## src/rtl/apb_pkg.sv

```systemverilog
// Shared types and helpers for the APB initiator and its address decoder.
package apb_pkg;

   localparam int unsigned APB_DATA_WIDTH = 32;

   typedef enum logic [1:0] {
      IDLE   = 2'd0,
      SETUP  = 2'd1,
      ACCESS = 2'd2,
      RESP   = 2'd3
   } apb_state_e;

   // Responder slot index: the address bits above the in-slot offset.
   function automatic int unsigned slot_index(input logic [31:0] addr,
                                              input int unsigned slot_bits);
      return addr >> slot_bits;
   endfunction

endpackage

```

## src/rtl/apb_initiator_if.sv

```systemverilog
// Command/response channel plus APB bus bundle seen by the APB initiator.
interface apb_initiator_if
   import apb_pkg::*;
#(
   parameter int unsigned ADDR_WIDTH  = 12,
   parameter int unsigned SLAVE_COUNT = 4
) ();

   logic                                    cmd_valid;
   logic                                    cmd_ready;
   logic                                    cmd_write;
   logic [ADDR_WIDTH-1:0]                   cmd_addr;
   logic [APB_DATA_WIDTH-1:0]               cmd_wdata;

   logic                                    rsp_valid;
   logic                                    rsp_ready;
   logic [APB_DATA_WIDTH-1:0]               rsp_rdata;
   logic                                    rsp_error;

   logic [ADDR_WIDTH-1:0]                   apb_PADDR;
   logic [SLAVE_COUNT-1:0]                  apb_PSEL;
   logic                                    apb_PENABLE;
   logic                                    apb_PWRITE;
   logic [APB_DATA_WIDTH-1:0]               apb_PWDATA;
   logic [SLAVE_COUNT-1:0]                  apb_PREADY;
   logic [APB_DATA_WIDTH*SLAVE_COUNT-1:0]   apb_PRDATA;

   // The initiator itself.
   modport master (
      input  cmd_valid, cmd_write, cmd_addr, cmd_wdata, rsp_ready,
      input  apb_PREADY, apb_PRDATA,
      output cmd_ready, rsp_valid, rsp_rdata, rsp_error,
      output apb_PADDR, apb_PSEL, apb_PENABLE, apb_PWRITE, apb_PWDATA
   );

   // The surrounding CPU interconnect and responders.
   modport slave (
      output cmd_valid, cmd_write, cmd_addr, cmd_wdata, rsp_ready,
      output apb_PREADY, apb_PRDATA,
      input  cmd_ready, rsp_valid, rsp_rdata, rsp_error,
      input  apb_PADDR, apb_PSEL, apb_PENABLE, apb_PWRITE, apb_PWDATA
   );

endinterface

```

## src/rtl/apb_slot_decode.sv

```systemverilog
// Combinational address-to-slot decoder: one-hot responder select plus a hit flag.
module apb_slot_decode
   import apb_pkg::*;
#(
   parameter int unsigned ADDR_WIDTH  = 12,
   parameter int unsigned SLOT_BITS   = 8,
   parameter int unsigned SLAVE_COUNT = 4
) (
   input  logic [ADDR_WIDTH-1:0]  addr,
   output logic [SLAVE_COUNT-1:0] sel_c,
   output logic                   hit_c
);

   int unsigned slot_idx_c;

   always_comb begin
      slot_idx_c = slot_index(32'(addr), SLOT_BITS);
      sel_c      = '0;
      hit_c      = 1'b0;
      for (int unsigned i = 0; i < SLAVE_COUNT; i++) begin
         if (slot_idx_c == i) begin
            sel_c[i] = 1'b1;
            hit_c    = 1'b1;
         end
      end
   end

endmodule

```

## src/rtl/apb_initiator.sv

```systemverilog
// APB3 initiator: single-outstanding valid/ready commands in, SETUP/ACCESS
// transfers out, with slot decode and a per-transfer PREADY timeout.
module apb_initiator
   import apb_pkg::*;
#(
   parameter int unsigned ADDR_WIDTH  = 12,
   parameter int unsigned SLOT_BITS   = 8,
   parameter int unsigned SLAVE_COUNT = 4,
   parameter int unsigned TIMEOUT     = 255
) (
   input  logic            clk,
   input  logic            reset,
   apb_initiator_if.master bus
);

   localparam int unsigned WAIT_W = (TIMEOUT == 0) ? 1 : $clog2(TIMEOUT + 1);
   // Wait count seen on the last permitted ACCESS cycle.
   localparam logic [WAIT_W-1:0] WAIT_LAST = WAIT_W'((TIMEOUT == 0) ? 0 : TIMEOUT - 1);

   apb_state_e                state_q,  state_d;
   logic [ADDR_WIDTH-1:0]     paddr_q,  paddr_d;
   logic                      pwrite_q, pwrite_d;
   logic [APB_DATA_WIDTH-1:0] pwdata_q, pwdata_d;
   logic [SLAVE_COUNT-1:0]    sel_q,    sel_d;
   logic [WAIT_W-1:0]         wait_q,   wait_d;
   logic [APB_DATA_WIDTH-1:0] rdata_q,  rdata_d;
   logic                      error_q,  error_d;

   logic [SLAVE_COUNT-1:0]    dec_sel_c;
   logic                      dec_hit_c;
   logic                      pready_sel_c;
   logic [APB_DATA_WIDTH-1:0] prdata_sel_c;
   logic                      timeout_c;

   apb_slot_decode #(
      .ADDR_WIDTH  (ADDR_WIDTH),
      .SLOT_BITS   (SLOT_BITS),
      .SLAVE_COUNT (SLAVE_COUNT)
   ) u_decode (
      .addr  (bus.cmd_addr),
      .sel_c (dec_sel_c),
      .hit_c (dec_hit_c)
   );

   // State and datapath registers.
   always_ff @(posedge clk) begin
      if (reset) begin
         state_q  <= IDLE;
         paddr_q  <= '0;
         pwrite_q <= 1'b0;
         pwdata_q <= '0;
         sel_q    <= '0;
         wait_q   <= '0;
         rdata_q  <= '0;
         error_q  <= 1'b0;
      end else begin
         state_q  <= state_d;
         paddr_q  <= paddr_d;
         pwrite_q <= pwrite_d;
         pwdata_q <= pwdata_d;
         sel_q    <= sel_d;
         wait_q   <= wait_d;
         rdata_q  <= rdata_d;
         error_q  <= error_d;
      end
   end

   // Only the captured slot's PREADY/PRDATA are ever looked at.
   always_comb begin
      pready_sel_c = 1'b0;
      prdata_sel_c = '0;
      for (int unsigned i = 0; i < SLAVE_COUNT; i++) begin
         if (sel_q[i]) begin
            pready_sel_c = bus.apb_PREADY[i];
            prdata_sel_c = bus.apb_PRDATA[i*APB_DATA_WIDTH +: APB_DATA_WIDTH];
         end
      end
   end

   assign timeout_c = (TIMEOUT != 0) && (wait_q == WAIT_LAST);

   // Next-state and datapath updates.
   always_comb begin
      state_d  = state_q;
      paddr_d  = paddr_q;
      pwrite_d = pwrite_q;
      pwdata_d = pwdata_q;
      sel_d    = sel_q;
      wait_d   = wait_q;
      rdata_d  = rdata_q;
      error_d  = error_q;
      case (state_q)
         IDLE: begin
            if (bus.cmd_valid) begin
               paddr_d  = bus.cmd_addr;
               pwrite_d = bus.cmd_write;
               pwdata_d = bus.cmd_wdata;
               sel_d    = dec_sel_c;
               rdata_d  = '0;
               error_d  = !dec_hit_c;
               state_d  = dec_hit_c ? SETUP : RESP;
            end
         end
         SETUP: begin
            wait_d  = '0;
            state_d = ACCESS;
         end
         ACCESS: begin
            // A ready on the final permitted cycle beats the timeout.
            if (pready_sel_c) begin
               rdata_d = pwrite_q ? '0 : prdata_sel_c;
               error_d = 1'b0;
               state_d = RESP;
            end else if (timeout_c) begin
               rdata_d = '0;
               error_d = 1'b1;
               state_d = RESP;
            end else if (wait_q != '1) begin
               wait_d = wait_q + WAIT_W'(1);
            end
         end
         RESP: begin
            if (bus.rsp_ready) begin
               state_d = IDLE;
            end
         end
         default: state_d = IDLE;
      endcase
   end

   // Handshake and phase outputs decoded from the state register.
   always_comb begin
      bus.cmd_ready   = 1'b0;
      bus.rsp_valid   = 1'b0;
      bus.apb_PSEL    = '0;
      bus.apb_PENABLE = 1'b0;
      case (state_q)
         IDLE:   bus.cmd_ready = 1'b1;
         SETUP:  bus.apb_PSEL  = sel_q;
         ACCESS: begin
            bus.apb_PSEL    = sel_q;
            bus.apb_PENABLE = 1'b1;
         end
         RESP:   bus.rsp_valid = 1'b1;
         default: ;
      endcase
   end

   assign bus.apb_PADDR  = paddr_q;
   assign bus.apb_PWRITE = pwrite_q;
   assign bus.apb_PWDATA = pwdata_q;
   assign bus.rsp_rdata  = rdata_q;
   assign bus.rsp_error  = error_q;

endmodule

```

## src/flat_wrapper.sv

```systemverilog
// flat-port wrapper written by rule: the top's interface ports become plain ports
module apb_initiator_flat import apb_pkg::*;
#(
   parameter int unsigned ADDR_WIDTH  = 12,
   parameter int unsigned SLOT_BITS   = 8,
   parameter int unsigned SLAVE_COUNT = 4,
   parameter int unsigned TIMEOUT     = 255
)
  (clk, reset, bus_cmd_valid, bus_cmd_write, bus_cmd_addr, bus_cmd_wdata, bus_rsp_ready, bus_apb_PREADY, bus_apb_PRDATA, bus_cmd_ready, bus_rsp_valid, bus_rsp_rdata, bus_rsp_error, bus_apb_PADDR, bus_apb_PSEL, bus_apb_PENABLE, bus_apb_PWRITE, bus_apb_PWDATA);
  apb_initiator_if #(.ADDR_WIDTH(ADDR_WIDTH), .SLAVE_COUNT(SLAVE_COUNT)) bus_i ();
  input  logic clk;
  input  logic reset;
  input wire logic [$bits(bus_i.cmd_valid)-1:0] bus_cmd_valid;
  input wire logic [$bits(bus_i.cmd_write)-1:0] bus_cmd_write;
  input wire logic [$bits(bus_i.cmd_addr)-1:0] bus_cmd_addr;
  input wire logic [$bits(bus_i.cmd_wdata)-1:0] bus_cmd_wdata;
  input wire logic [$bits(bus_i.rsp_ready)-1:0] bus_rsp_ready;
  input wire logic [$bits(bus_i.apb_PREADY)-1:0] bus_apb_PREADY;
  input wire logic [$bits(bus_i.apb_PRDATA)-1:0] bus_apb_PRDATA;
  output wire logic [$bits(bus_i.cmd_ready)-1:0] bus_cmd_ready;
  output wire logic [$bits(bus_i.rsp_valid)-1:0] bus_rsp_valid;
  output wire logic [$bits(bus_i.rsp_rdata)-1:0] bus_rsp_rdata;
  output wire logic [$bits(bus_i.rsp_error)-1:0] bus_rsp_error;
  output wire logic [$bits(bus_i.apb_PADDR)-1:0] bus_apb_PADDR;
  output wire logic [$bits(bus_i.apb_PSEL)-1:0] bus_apb_PSEL;
  output wire logic [$bits(bus_i.apb_PENABLE)-1:0] bus_apb_PENABLE;
  output wire logic [$bits(bus_i.apb_PWRITE)-1:0] bus_apb_PWRITE;
  output wire logic [$bits(bus_i.apb_PWDATA)-1:0] bus_apb_PWDATA;
  assign bus_i.cmd_valid = bus_cmd_valid;
  assign bus_i.cmd_write = bus_cmd_write;
  assign bus_i.cmd_addr = bus_cmd_addr;
  assign bus_i.cmd_wdata = bus_cmd_wdata;
  assign bus_i.rsp_ready = bus_rsp_ready;
  assign bus_i.apb_PREADY = bus_apb_PREADY;
  assign bus_i.apb_PRDATA = bus_apb_PRDATA;
  assign bus_cmd_ready = bus_i.cmd_ready;
  assign bus_rsp_valid = bus_i.rsp_valid;
  assign bus_rsp_rdata = bus_i.rsp_rdata;
  assign bus_rsp_error = bus_i.rsp_error;
  assign bus_apb_PADDR = bus_i.apb_PADDR;
  assign bus_apb_PSEL = bus_i.apb_PSEL;
  assign bus_apb_PENABLE = bus_i.apb_PENABLE;
  assign bus_apb_PWRITE = bus_i.apb_PWRITE;
  assign bus_apb_PWDATA = bus_i.apb_PWDATA;
  apb_initiator #(.ADDR_WIDTH(ADDR_WIDTH), .SLOT_BITS(SLOT_BITS), .SLAVE_COUNT(SLAVE_COUNT), .TIMEOUT(TIMEOUT)) u_core (.clk(clk), .reset(reset), .bus(bus_i));
endmodule
```

## config.mk

```make
export PLATFORM = sky130hd
export DESIGN_NAME = apb_initiator_flat
export DESIGN_NICKNAME = d
export VERILOG_FILES = /design/src/rtl/apb_pkg.sv /design/src/rtl/apb_initiator_if.sv /design/src/rtl/apb_slot_decode.sv /design/src/rtl/apb_initiator.sv /design/src/flat_wrapper.sv
export SDC_FILE = /design/constraint.sdc
export NUM_CORES = 1
export LEC_CHECK = 0
export BUFFER_PORTS_ARGS = -buffer_cell sky130_fd_sc_hd__buf_2
export CAP_MARGIN = 20
export CORE_MARGIN = 1.5
export CORE_UTILIZATION = 44
export DETAILED_ROUTE_END_ITERATION = 8
export PLACE_DENSITY = 0.84
export REMOVE_ABC_BUFFERS = 1
export SYNTH_ARGS = -nofsm -noshare
export SYNTH_HDL_FRONTEND = slang
export SYNTH_SLANG_ARGS = --single-unit
```

## constraint.sdc

```tcl
create_clock -name clk -period 2.53 [get_ports clk]
set_input_delay 0.1265 -clock clk [delete_from_list [all_inputs] [get_ports clk]]
set_output_delay 0.1265 -clock clk [all_outputs]
set_load 0.02 [all_outputs]
```

Yosys cells after proc, flatten, opt, wreduce, memory -nomap -nowiden --
Cells that the tools add are included.
Storage, ports and cells: flip-flop bits (word level) 92, memories 0, bits in latches 0, RAM bits 0, bits in read-only memories 0
Cells by class: bitwise logic cells 0, add/sub/neg operators 1, equal/unequal tests 14, div/mod/pow operators 0, multipliers 0, $lt $le $gt $ge 0, mux-type cells 38, shifts and indexed selects 0, reductions and logical operators 10
Operators with widths (number):
- $mux 32 | 8
- $pmux 32 s2 | 1
- $logic_not 32->1 | 1
- $mux 8 | 3
- $mux 1 | 17
- $pmux 8 s2 | 1
- $mux 2 | 5
- $add 8x1->8 const B | 1
- $eq 4x2->1 const B | 2
- $eq 8x8->1 const B | 1
- $ne 2x2->1 const B | 4
- $ne 8x8->1 const B | 1
- $pmux 2 s4 | 1
- $reduce_and 3->1 | 2
- $eq 2x2->1 const B | 2
- $eq 4x1->1 const B | 1
- $mux 4 | 1
- $reduce_and 4->1 | 1
- $reduce_bool 2->1 | 2
- $ne 3x1->1 const B | 1
- $eq 2x1->1 const B | 1
- $logic_not 2->1 | 1
- $ne 2x1->1 const B | 1
- $pmux 1 s2 | 1
- other kinds (3) | 3

Longest topological paths before layout --
word-level depth 8, gate-level depth with buffers 9

Modules after synthesis --
A second synthesis with hierarchy kept.
Second synthesis, totals: cell total of the unflattened synthesis 542, area, all modules 4476.8 um^2
Modules (own cells, without submodules):
- apb_initiator | area each 4436.8 um^2, cells an instance 537, times used 1
- apb_slot_decode | area each 40.0 um^2, cells an instance 5, times used 1

Worst setup path after synthesis --
OpenSTA, ideal clock, no wires.
kind reg-to-reg, start point register u_core.sel_q[3], end point register u_core.wait_q[5], path slack 0.525 ns, required time 2.460 ns, cell stages (with the launch flop) 8, period minus slack after synthesis 2.005 ns, setup time 0.070 ns, arrival 1.934 ns, cells stage by stage dfxtp_1 > buf_6 > or2_1 > clkbuf_2 > a221o_1 > a21o_1 > or4_1 > a21oi_1
On the way: cells in the longest elaborated chain, start to end 3
RTL lines:
- start, declared | RTL line apb_initiator.sv:24 | logic [SLAVE_COUNT-1:0] sel_q, sel_d;
- start signal, assigned | RTL line apb_initiator.sv:61 | sel_q <= sel_d;
- $mux 1 | RTL line apb_initiator.sv:73 | if (sel_q[i]) begin
- $ne 2x2->1 (no line)
- $reduce_and 4->1 (no line)
- end signal, assigned | RTL line apb_initiator.sv:62 | wait_q <= wait_d;
- end, declared | RTL line apb_initiator.sv:25 | logic [WAIT_W-1:0] wait_q, wait_d;
No other way between the ends. A chain may end at the register's enable or synchronous reset.

Final worst setup path --
start point register u_core.sel_q[3], end point register u_core.wait_q[3]
Same word-level chain as after synthesis.

==> flow_summary.toml <==
[power]
p_leak_nw = 2.95
switchingPower_w = 0.00161
totalPowerFinal_w = 0.00442
p_int_w = 0.00281
peakVddDrop_mv = 0.428
power_frac_comb_pct = 36.2
power_per_cell_area_nw_per_um2 = 676
switching_share_pct = 36.5
seqPwrFrac_pct = 38.3
power_frac_clock_pct = 25.6

[final_layout]
final_common_cell = "buf_2"
drive_gt1_share_pct = 36.6
most-common-layout-cells = "buf_2, nand2_1, dfxtp_1, nand2b_1, a21oi_1"
fin_area_um2 = 6540
area_growth_pct = 44.4
final_cell_count_no_fill = 951
nets = 998
fill_cells = 759

[setup_path]
cp.required_ns = 2.78
timing.rr.start = "u_core.sel_q[3]"
rr_endpoint = "u_core.wait_q[3]"
worstSetupPathType = "reg2reg"
worstPathMaxFanout = 11
critPathLaunchType = "register"
cp.arrival_ns = 2.38
r2r_cells = 6
reg2reg_slack_ns = 0.40
cp-end-kind = "register"

[route]
via_per_inst = 5.43
drt_iter0_drc = 385
antenna_left = 0
drc = 0
first_pass_iters = 7
vias = 5168
drt-wirelength-per-cell_um = 16.2
totalWireLength_um = 15400

[clock_tree]
root_buffer = "clkbuf_8"
numCtsBuffers = 9
ctsResizeCount = 0
clkTransAtPathRegs_ns = 0.09
cts.sinks = 92
cts_buffer_depth = 2
cts_tree = "yes"
clk_latency_ns = 0.36
h-tree-depth = 3

[timing]
skew_ns = 0.0125
fin_crit_sh_pct = 84.3
slew_violations = 0
max_freq_ghz = 0.469
relSlewSlack_pct = 65.7
worst_slew_pin_slew_ns = 0.514
setup_viol = 0
rsz0062_at_grt = "no"
hold_viol = 0
min_period_ns = 2.13

[yosys]
muxShareOfSynthArea_pct = 7.32
seq_area_frac_synth_pct = 40.7
async_reset_ff_share_pct = 0
synthDistinctLibCells = 41
synth_compound_area_share_pct = 22.4
synthSimpleGateAreaFrac_pct = 23.2
syn-cell-area_um2 = 4530
synth-main-ff-cell = "dfxtp_1"
synth_xor_area_share_pct = 0
ys_ff_latch = 92
synth_top_family_by_area = "simple AND/OR/NAND/NOR gates"
avgSynthCellArea_um2 = 8.48
ys_warn_count = 0
synthAdderAreaFrac_pct = 1.66
syn_inst = 534
synth_enable_flop_cells = 0

[global_route]
grt_antenna_before_repair = 2
grt_max_degree = 54
grt.met2_usage_pct = 50.4
grt_overflow_total = 0
grt_pass1_vias = 5038
grt.busiest_layer = "met2"
grt_pass1_wl_um = 24100
grt_util_all_layers_pct = 27.2
met1_usage_pct = 29.9
grt_util_met3_pct = 5.64

[hold_path]
hold_path_class = "in2reg"
min_from = "bus_cmd_wdata[21]"
hold-path-endpoint = "u_core.bus.apb_PWDATA[21]"
whs_path_depth = 3

[place]
hpwl_um = 10600
place_congestion = 0.899
place_inst = 896
place_area_um2 = 5930
portBuffers = 265

[floorplanning]
row_count = 36
core-area_um2 = 9860
initial_core_util_pct = 45.9
die_w_um = 104
num_io_pins = 266
die_y_um = 104
dieArea_um2 = 10900

[run_status]
outcome = "finished clean"

[run]
cap_violations = 0
## synth_stat cells, types with 2 or more instances
library cell   n  area, µm²
nor2_1        11       41.3
and2_1         6       37.5
inv_1          5       18.8
and4_1         2       17.5
o21ai_0        4       20.0
o2111ai_1     32        280
o211ai_1       3       22.5
or4_1          3       22.5
nand3_1        8       40.0
clkbuf_1      35        131
nand2b_1      66        413
nand2_1       98        368
dfxtp_1       92       1840
a21oi_1       56        280
buf_1          3       11.3
nor3_1         3       15.0
ha_1           6       75.1
nor2b_1        5       31.3
mux2i_1       32        320
buf_2          8       40.0
nand4_1        4       25.0
a221o_1       33        330
## sequential cells by signal, summed over array words and instances (netlist names)
register and flops:
u_core.bus.apb_PADDR 12, u_core.bus.apb_PWDATA 32, u_core.bus.apb_PWRITE 1, u_core.bus.rsp_error 1, u_core.bus.rsp_rdata 32, u_core.sel_q 4
u_core.state_q 2, u_core.wait_q 8
## area by class of cell
| cell class | count | area, µm² | share of cell area [%] |
|---|---|---|---|
| Multi-Input combinational cell | 389 | 2480 | 38.0 |
| Sequential cell | 92 | 1840 | 28.2 |
| Timing Repair Buffer | 314 | 1800 | 27.5 |
| Tap cell | 133 | 166 | 2.54 |
| Clock buffer | 9 | 124 | 1.89 |
| Clock inverter | 7 | 103 | 1.57 |
| Inverter | 5 | 18.8 | 0.287 |
| Antenna cell | 2 | 5.00 | 0.0765 |
## logic make-up after synthesis
logic type	Yosys count
AND/OR/NAND/NOR	212
buffers and inverters	53
adder cells (fa/ha/maj)	6
AO/OA/AOI/OAI	138
flip-flops	92
multiplexers	33
## worst max-delay path by stage
stage	slack, ns	to	cells after the start	from
floorplan	-2.21	u_core.bus.rsp_rdata[0]	5	u_core.sel_q[1]
global placement	0.28	u_core.bus.rsp_rdata[11]	5	u_core.state_q[0]
detailed placement	0.15	u_core.bus.rsp_rdata[3]	5	u_core.state_q[0]
CTS	0.1	u_core.bus.rsp_rdata[16]	5	u_core.state_q[0]
global route	0.30	u_core.wait_q[5]	6	u_core.sel_q[3]
finish	0.40	u_core.wait_q[3]	6	u_core.sel_q[3]
## power groups by stage
stage	clock [W]	sequential [W]	combinational [W]
finish	0.00113	0.00169	0.00160
global route	0.00121	0.00171	0.00172
CTS	0.00116	0.00169	0.00156
detailed placement	0	0.00172	0.00152
global placement	0	0.00171	0.00147
floorplan	0	0.00188	0.000826
## what timing repair did
item                      in CTS  in global routing
hold endpoints to repair      36                  0
buffers inserted               0                  0
hold buffers                  36                  0
## worst max-delay path: stages, from the launching register on
cell and delay (ns):
dfxtp_1 0.33, buf_4 0.17, or2_1 0.24, a221o_1 0.33, a21oi_1 0.46, nand4_1 0.16, mux2_1 0.32
## routing by layer
metal,up-vias,wire (µm)
li1,2474,-
met1,2402,6050
met2,258,7720
met3,34,1120
met4,0,480
met5,-,0
## stage by stage
stage / hold WS (ns) / util [%] / TNS [ns] / setup slack [ns]
2_1_floorplan: 0.196 / - / -72.80 / -2.21
3_3_place_gp: 0.366 / 60.1 / 0 / 0.283
3_5_place_dp: 0.373 / 60.1 / 0 / 0.151
4_1_cts: 0.00548 / 66.0 / 0 / 0.0959
5_1_grt: 0.00996 / 66.3 / 0 / 0.299
6_report: 0.0236 / 66.3 / 0 / 0.398
Note: power is estimated with default switching activity, not from simulation.
